==> config.mk <==
export PLATFORM = sky130hd
export DESIGN_NAME = mult_share_ctrl
export DESIGN_NICKNAME = d
export VERILOG_FILES = /design/src/rtl/mult_share_pkg.sv /design/src/rtl/mult_step_dp.sv /design/src/rtl/mult_share_ctrl.sv
export SDC_FILE = /design/constraint.sdc
export NUM_CORES = 1
export LEC_CHECK = 0
export ABC_AREA = 1
export BUFFER_PORTS_ARGS = -buffer_cell sky130_fd_sc_hd__clkbuf_2
export CORE_MARGIN = 8
export CORE_UTILIZATION = 54
export DETAILED_ROUTE_END_ITERATION = 16
export GPL_TIMING_DRIVEN = 0
export PLACE_DENSITY = 0.82
export SYNTH_ARGS = -nofsm -noshare
export SYNTH_HDL_FRONTEND = slang
export SYNTH_SLANG_ARGS = --single-unit
==> constraint.sdc <==
create_clock -name clk -period 2.9 [get_ports clk]
set_input_delay 0.145 -clock clk [delete_from_list [all_inputs] [get_ports clk]]
set_output_delay 0.145 -clock clk [all_outputs]
set_load 0.005 [all_outputs]
==> src/rtl/mult_share_pkg.sv <==
// Shared types and helpers for the round-robin multiplier-sharing controller.
package mult_share_pkg;

    typedef enum logic [1:0] {
        ST_IDLE = 2'd0,
        ST_RUN  = 2'd1,
        ST_DONE = 2'd2
    } state_t;

    localparam int DEF_WIDTH = 8;
    localparam int DEF_NREQ  = 4;
    localparam int MAX_NREQ  = 16;

    // First set bit of vld at or above ptr, wrapping within n; -1 when none is set.
    function automatic int rr_first(input logic [MAX_NREQ-1:0] vld, input int ptr, input int n);
        int res;
        int idx;
        res = -1;
        for (int k = MAX_NREQ - 1; k >= 0; k--) begin
            if (k < n) begin
                idx = ptr + k;
                if (idx >= n) begin
                    idx = idx - n;
                end
                if (vld[idx]) begin
                    res = idx;
                end
            end
        end
        return res;
    endfunction

endpackage

==> src/rtl/mult_step_dp.sv <==
// Shift-add multiplier datapath: one load, then one partial-product step per enabled clock.
module mult_step_dp
    import mult_share_pkg::*;
#(
    parameter int WIDTH = DEF_WIDTH
)
(
    input  logic               clk,
    input  logic               rst,
    input  logic               i_load,
    input  logic               i_step,
    input  logic [WIDTH-1:0]   i_opa,
    input  logic [WIDTH-1:0]   i_opb,
    output logic [2*WIDTH-1:0] o_acc_next,
    output logic               o_done_early
);

    logic [2*WIDTH-1:0] r_shift_opa;
    logic [2*WIDTH-1:0] r_acc;
    logic [WIDTH-1:0]   r_shift_opb;
    logic [2*WIDTH-1:0] w_addend;

    // Partial product contributed by the current multiplier bit.
    always_comb begin
        if (r_shift_opb[0]) begin
            w_addend = r_shift_opa;
        end else begin
            w_addend = {(2*WIDTH){1'b0}};
        end
    end

    assign o_acc_next   = r_acc + w_addend;
    // True when no multiplier bits remain after this step's shift.
    assign o_done_early = ((r_shift_opb >> 1) == {WIDTH{1'b0}});

    // Operand shift registers and accumulator.
    always_ff @(posedge clk or posedge rst) begin
        if (rst) begin
            r_shift_opa <= {(2*WIDTH){1'b0}};
            r_shift_opb <= {WIDTH{1'b0}};
            r_acc       <= {(2*WIDTH){1'b0}};
        end else if (i_load) begin
            r_shift_opa <= {{WIDTH{1'b0}}, i_opa};
            r_shift_opb <= i_opb;
            r_acc       <= {(2*WIDTH){1'b0}};
        end else if (i_step) begin
            r_shift_opa <= r_shift_opa << 1;
            r_shift_opb <= r_shift_opb >> 1;
            r_acc       <= o_acc_next;
        end else begin
            r_shift_opa <= r_shift_opa;
            r_shift_opb <= r_shift_opb;
            r_acc       <= r_acc;
        end
    end

endmodule

==> src/rtl/mult_share_ctrl.sv <==
// Round-robin front end sharing one iterative multiplier among NREQ requesters.
// Build option: define MULT_EARLY_EXIT_EN to finish as soon as no multiplier bits remain.
module mult_share_ctrl
    import mult_share_pkg::*;
#(
    parameter  int WIDTH = DEF_WIDTH,
    parameter  int NREQ  = DEF_NREQ,
    localparam int IDW   = $clog2(NREQ)
)
(
    input  logic                  clk,
    input  logic                  rst,
    input  logic [NREQ-1:0]       req_valid,
    output logic [NREQ-1:0]       req_ready,
    input  logic [NREQ*WIDTH-1:0] req_opa,
    input  logic [NREQ*WIDTH-1:0] req_opb,
    output logic                  rsp_valid,
    input  logic                  rsp_ready,
    output logic [IDW-1:0]        rsp_id,
    output logic [2*WIDTH-1:0]    rsp_result,
    output logic                  busy
);

    localparam int CNTW = (WIDTH > 1) ? $clog2(WIDTH) : 1;
`ifdef MULT_EARLY_EXIT_EN
    localparam bit EARLY_EN = 1'b1;
`else
    localparam bit EARLY_EN = 1'b0;
`endif

    state_t             r_state;
    logic [IDW-1:0]     r_rr_ptr;
    logic [IDW-1:0]     r_id;
    logic [CNTW-1:0]    r_cnt;
    logic               r_rsp_valid;
    logic [IDW-1:0]     r_rsp_id;
    logic [2*WIDTH-1:0] r_rsp_result;
    logic               r_busy;

    int                 w_idx;
    logic               w_found;
    logic [IDW-1:0]     w_grant;
    logic [IDW-1:0]     w_ptr_next;
    logic               w_accept;
    logic               w_step;
    logic               w_last;
    logic               w_done_early;
    logic [WIDTH-1:0]   w_opa;
    logic [WIDTH-1:0]   w_opb;
    logic [2*WIDTH-1:0] w_acc_next;

    assign w_idx      = rr_first(MAX_NREQ'(req_valid), int'(r_rr_ptr), NREQ);
    assign w_found    = (w_idx >= 0);
    assign w_grant    = IDW'(w_idx);
    assign w_ptr_next = (w_grant == IDW'(NREQ - 1)) ? {IDW{1'b0}} : (w_grant + IDW'(1));
    assign w_accept   = (r_state == ST_IDLE) && w_found;
    assign w_step     = (r_state == ST_RUN);
    assign w_last     = (r_cnt == {CNTW{1'b0}}) || (EARLY_EN && w_done_early);
    assign w_opa      = req_opa[int'(w_grant)*WIDTH +: WIDTH];
    assign w_opb      = req_opb[int'(w_grant)*WIDTH +: WIDTH];

    // Grant is only offered while idle, so a finished result blocks new work until it is taken.
    always_comb begin
        req_ready = {NREQ{1'b0}};
        if (w_accept) begin
            req_ready[w_grant] = 1'b1;
        end else begin
            req_ready = {NREQ{1'b0}};
        end
    end

    mult_step_dp #(
        .WIDTH        (WIDTH)
    ) u_dp (
        .clk          (clk),
        .rst          (rst),
        .i_load       (w_accept),
        .i_step       (w_step),
        .i_opa        (w_opa),
        .i_opb        (w_opb),
        .o_acc_next   (w_acc_next),
        .o_done_early (w_done_early)
    );

    // Control FSM with arbitration pointer, step counter and response registers.
    always_ff @(posedge clk or posedge rst) begin
        if (rst) begin
            r_state      <= ST_IDLE;
            r_rr_ptr     <= {IDW{1'b0}};
            r_id         <= {IDW{1'b0}};
            r_cnt        <= {CNTW{1'b0}};
            r_rsp_valid  <= 1'b0;
            r_rsp_id     <= {IDW{1'b0}};
            r_rsp_result <= {(2*WIDTH){1'b0}};
            r_busy       <= 1'b0;
        end else begin
            case (r_state)
                ST_IDLE: begin
                    if (w_accept) begin
                        r_id     <= w_grant;
                        r_cnt    <= CNTW'(WIDTH - 1);
                        r_rr_ptr <= w_ptr_next;
                        r_busy   <= 1'b1;
                        r_state  <= ST_RUN;
                    end else begin
                        r_state  <= ST_IDLE;
                    end
                end
                ST_RUN: begin
                    if (w_last) begin
                        r_rsp_valid  <= 1'b1;
                        r_rsp_id     <= r_id;
                        r_rsp_result <= w_acc_next;
                        r_state      <= ST_DONE;
                    end else begin
                        r_cnt        <= r_cnt - CNTW'(1);
                    end
                end
                ST_DONE: begin
                    if (rsp_ready) begin
                        r_rsp_valid <= 1'b0;
                        r_busy      <= 1'b0;
                        r_state     <= ST_IDLE;
                    end else begin
                        r_state     <= ST_DONE;
                    end
                end
                default: begin
                    r_state     <= ST_IDLE;
                    r_rsp_valid <= 1'b0;
                    r_busy      <= 1'b0;
                end
            endcase
        end
    end

    assign rsp_valid  = r_rsp_valid;
    assign rsp_id     = r_rsp_id;
    assign rsp_result = r_rsp_result;
    assign busy       = r_busy;

endmodule
Yosys cells after proc, flatten, opt, wreduce, memory -nomap -nowiden --
Index checks and enable logic that the tools add are counted.
Operators by class: add/subtract/negate cells 10, order comparisons 11, equal/unequal tests 7, shift operators 2, multiplexer cells 43, bitwise logic cells 2, reduce and logical (&&, ||, !) cells 11
Operators with widths (number):
- $mux W32 | 8
- $lt A32 B6 Y1 const B | 4
- $mux W16 | 5
- $shiftx A32 B6 Y8 | 2
- $ge A32 B1 Y1 const B | 1
- $add A16 B16 Y16 | 1
- $bmux W1 S4 | 4
- $mux W8 | 2
- $mux W1 | 13
- $sub A3 B3 Y4 const B | 3
- $ge A3 B3 Y1 const B | 3
- $reduce_and A3 Y1 | 3
- $add A2 B2 Y3 const B | 2
- $mux W2 | 3
- $mux W3 | 2
- $ne A2 B2 Y1 const B | 3
- $pmux W1 S3 | 2
- $pmux W2 S3 | 1
- $pmux W3 S2 | 1
- $eq A2 B2 Y1 const B | 2
- $mux W4 | 1
- $reduce_and A2 Y1 | 2
- $reduce_bool A2 Y1 | 2
- $sub A2 B3 Y4 const B | 1
- 13 further kinds | 15
Word-level totals: flip-flop bits (word level) 69, input bits 71, output and inout port bits 24, word-level logic and storage cells 97

Longest topological paths before layout --
depth after elaboration 15, gate-level depth with buffers 15, mapped depth without buffers 14

Cells and area by module --
Synthesis repeated with hierarchy kept, for this count alone.
Second synthesis, totals: cell total of the unflattened synthesis 724, area, all modules 5143.7 µm²
Modules (own cells, without submodules):
- mult_step_dp | instances 1, cells each 371, area an instance 2717.6 µm², sequential area each 1001.0 µm²
- mult_share_ctrl | instances 1, cells each 353, area an instance 2426.1 µm², sequential area each 725.7 µm²

Worst setup path before layout --
Ideal clock, no wire load.
kind register -> register, from reg r_rr_ptr[0], to reg r_rr_ptr[1], library setup time 0.083 ns, arrival 2.170 ns, required time 2.817 ns, slack 0.648 ns, cell stages (with the launch flop) 15, path buffers 2, period minus slack after synthesis 2.252 ns, path through dfrtp_1 -> inv_2 -> ha_1 -> inv_1 -> nand3_1 -> nand3_2 -> nand2_1 -> nand2_1 -> nand2_1 -> nand3_1 -> buf_4 -> buf_6 -> inv_1 -> ha_1 -> o21ai_0
RTL lines:
- start, declared | RTL line mult_share_ctrl.sv:32 | logic [IDW-1:0] r_rr_ptr;
- start signal, assigned | RTL line mult_share_ctrl.sv:89 | r_rr_ptr <= {IDW{1'b0}};
- start signal, assigned | RTL line mult_share_ctrl.sv:102 | r_rr_ptr <= w_ptr_next;

==> summary.md <==
| Metric | Value |
|---|---|
| Mapped Cells | `a little under 700` |
| Vias | `approximately 4,700` |
| Worst-path clk slew | `about 0.080 ns` |
| Die width | `between 100 and 150 µm` |
| DR vias/cell | `5.29` |
| Die area | `around 0.012 mm²` |
| Std-Cell Rows | `34` |
| Sink Count | `69` |
| Family with the most delay on the worst path | `buffers and inverters` |
| Slew @ Worst Pin | `between 0.8 and 0.9 ns` |
| Peak VDD IR | `0.000996 V` |
| CTS Buffer Depth | `2` |
| Hold Path Class | `input port to flip-flop` |
| Antenna diode count | `0` |
| Post-layout util | `0.651` |
| Post-synthesis net count | `slightly below 800` |
| Most common cell on crit path | `inv_1` |
| FF+latch count, synth | `~70` |
| Area Growth Syn to Fin | `19.0%` |
| Num CTS Buffers | `9` |
| Die H | `about 110 µm` |
| Syn Area/Cell | `between 6 and 7 µm²` |
| Dpl hpwl | `approximately 10 mm` |
| Crit path kind | `flip-flop to output port` |
| Final number of max-transition violations | `0` |
| Placer Congestion | `between 0.9 and 1` |
| Synth unique cells | `35` |
| GRT Overall Usage | `0.224` |
| Max Cap Viol | `0` |
| WL per Instance | `14.4 µm` |
| Post-Syn Area | `between 0.004 and 0.005 mm²` |
| CP max stage delay | `roughly 0.44 ns` |
| DRT iter0 DRCs | `roughly 290` |
| Tcrit/Tclk final | `0.937` |
| Critical-path top delay cell | `dfrtp_2` |
| Vias in the first global route | `4,781` |
| Critical path arrival | `about 2.6 ns` |
| Worst EP required | `2.76 ns` |
| CP cell instances | `inv_4 -> ha_4 -> inv_1 -> nand3_1 -> nand3_2 -> nand2_1 -> nand3_1 -> nand3_2 -> buf_4 -> buf_6 -> inv_1 -> ha_1 -> inv_1 -> nor2_1 -> clkbuf_2` |
| Nets | `approximately 880` |
| Static leakage | `3.35 nW` |
| Crit Path Max Fanout | `11` |
| Fillers | `756` |
| Register area | `between 0.0015 and 0.002 mm²` |
| Yosys warns | `0` |
| Max-slew headroom | `0.438` |
| PwrDens | `approximately 1200 mW/mm²` |
| Buf/Inv on CP | `7` |
| DRT Wirelength | `around 13 mm` |
| Core Region | `0.00859 mm²` |
| Final setup vio count | `0` |
| Status | `complete, no violations` |
| Post-DRT Antenna Nets | `0` |
| RSZ-0062 raised after global routing | `false` |
| Detailed Routing Iterations Pass 1 | `6` |
| Final Hold Viols | `0` |
| Fin Clk Skew | `between 0.01 and 0.015 ns` |
| Clk Tree Root Cell | `clkbuf_8` |
| Initial Utilization | `0.547` |
| H-tree depth | `3` |
| Clk Latency, worst-skew pair | `between 0.3 and 0.4 ns` |
| Setup TNS | `0 ns` |
| Seq/Total Area, Yosys | `0.367` |
| Fraction of layout cells with a size suffix above 1 | `0.188` |
| Largest net degree at the start of global routing | `70` |
| CTS tree | `yes` |
| IO Port Bufs | `94` |
| Antenna violations before repair | `0` |
| First-pass GRT wire length | `around 21 mm` |
| Fin crit period | `2.72 ns` |
| Maximum clock frequency | `368 MHz` |
| Drt drc | `0` |
| GRT overflow | `0` |
| Worst setup EP type | `output port` |
| I/O pins | `95` |
| Worst setup SP type | `flip-flop` |
| Area of the multi-input gates | `roughly 0.0024 mm²` |
[state kept, by name, summed over array words and instances (netlist names)]
name and count:
u_dp.r_shift_opa 16, rsp_result 16, r_rr_ptr 2, r_cnt 3, u_dp.r_shift_opb 8, rsp_valid 1, rsp_id 2, r_state 2
r_id 2, u_dp.r_acc 16, busy 1
[layout make-up]
class,count,share of cell area
Timing Repair Buffer,97,0.0886
Multi-Input combinational cell,456,0.425
Clock inverter,6,0.0199
Buffer,28,0.0271
Inverter,122,0.0828
Tap cell,108,0.0242
Sequential cell,69,0.309
Clock buffer,10,0.0228
[power by group]
group | leakage (nW) | total (mW) | internal, mW | switching (mW)
clock network | 0.116 | 0.945 | 0.571 | 0.374
logic | 2.35 | 4.13 | 1.44 | 2.69
registers | 0.890 | 1.63 | 1.38 | 0.255
total | 3.35 | 6.71 | 3.39 | 3.32
[worst paths after layout]
kind                                             to  cells after the start  slack (ns)                 from
max in group asynchronous               r_rr_ptr[1]                      3        1.80                  rst
worst min register to register        rsp_result[5]                      2        0.49        rsp_result[5]
worst max-delay path                   req_ready[2]                     15        0.18          r_rr_ptr[0]
worst max register to register       u_dp.r_acc[14]                     12        0.33  u_dp.r_shift_opb[0]
min in group asynchronous             rsp_result[4]                      3        0.50                  rst
worst min-delay path            u_dp.r_shift_opa[0]                      3        0.05           req_opa[0]
[per-stage QoR]
stage	std cells	area, µm²	hold slack [ns]	total power, mW	worst slack, ns
floorplan	676	4700	0.314	4.54	0.648
global placement	878	5310	0.410	5.47	0.216
detailed placement	878	5310	0.362	5.65	0.0979
CTS	896	5570	0.0494	6.63	0.0447
global route	896	5590	0.0727	7.28	0.0169
finish	896	5590	0.0543	6.71	0.183
[repair_timing]
action,4_1_cts,5_1_grt
buffers inserted,1,1
resized for setup,2,5
setup endpoints to repair,4,14
gates cloned,0,0
hold buffers,1,0
endpoints found under the hold margin,69,0
[logic make-up (layout without fill, tap and decap cells)]
group                      count (synthesis)  count (layout)  synth area share
adders and majority gates                 27              27            0.0735
xor gates and xnor gates                   9               9            0.0168
DFF                                       69              69             0.367
buffers and inverters                    151             263             0.130
and+or+nand+nor                          346             346             0.321
AOI/OAI and AO/OA                         74              74            0.0908
[worst register-to-register path: cells and delay by family, from the launching register on]
kind	cells	cell delay, ns
DFF	1	0.49
buffers and inverters	4	0.51
AOI/OAI and AO/OA	2	0.32
xor gates and xnor gates	1	0.17
and+or+nand+nor	3	0.36
adders and majority gates	2	0.62
[routing by layer]
metal	vias to the layer above	track usage	part of all wire
li1	2367	-	-
met1	2153	0.272	0.43
met2	191	0.376	0.48
met3	28	0.0404	0.057
met4	0	0.108	0.025
met5	-	0	0
[placed cells by master (no fill, tap or decap), drive strengths merged]
cell,instances
nand3,69
dlygate4sd3,1
nand3b,1
o21a,1
clkbuf,113
clkinvlp,1
dfrtp,69
nor3,1
inv,122
clkinv,2
a21o,1
ha,26
o31ai,2
a31oi,1
o21bai,4
or2,1
a21oi,18
o22ai,7
o211ai,5
a21boi,1
o21ai,30
xnor2,5
fa,1
a22o,1
nor2,21
nand2,220
nand4,33
a22oi,3
xor2,4
bufinv,3
buf,21
[cells in the mapped netlist]
| cell | count | area (µm²) |
|---|---|---|
| o31ai_1 | 2 | 15.0 |
| o211ai_1 | 5 | 37.5 |
| a22oi_1 | 3 | 22.5 |
| fa_1 | 1 | 20.0 |
| nand3b_1 | 1 | 7.51 |
| or2_2 | 1 | 6.26 |
| nor2_2 | 2 | 12.5 |
| clkbuf_1 | 10 | 37.5 |
| o21bai_1 | 4 | 30.0 |
| a21o_1 | 1 | 7.51 |
| a22o_1 | 1 | 8.76 |
| nand3_1 | 67 | 335 |
| a31oi_1 | 1 | 6.26 |
| o22ai_1 | 7 | 43.8 |
| o21a_1 | 1 | 7.51 |
| dfrtp_1 | 69 | 1730 |
| buf_4 | 6 | 45.0 |
| xnor2_1 | 5 | 43.8 |
| nand2_2 | 2 | 12.5 |
| inv_1 | 119 | 447 |
| xor2_1 | 4 | 35.0 |
| ha_1 | 26 | 325 |
| buf_2 | 12 | 60.1 |
| nor2_1 | 19 | 71.3 |
| o21ai_1 | 1 | 5.00 |
| nand3_2 | 2 | 20.0 |
| nor3_1 | 1 | 5.00 |
| nand4_1 | 33 | 206 |
| a21oi_1 | 18 | 90.1 |
| nand2_1 | 216 | 811 |
| buf_6 | 1 | 11.3 |
| a21boi_0 | 1 | 7.51 |
| o21ai_0 | 29 | 145 |
| inv_2 | 3 | 11.3 |
| nand2_4 | 2 | 22.5 |
Note: power is estimated with default switching activity, not from simulation.
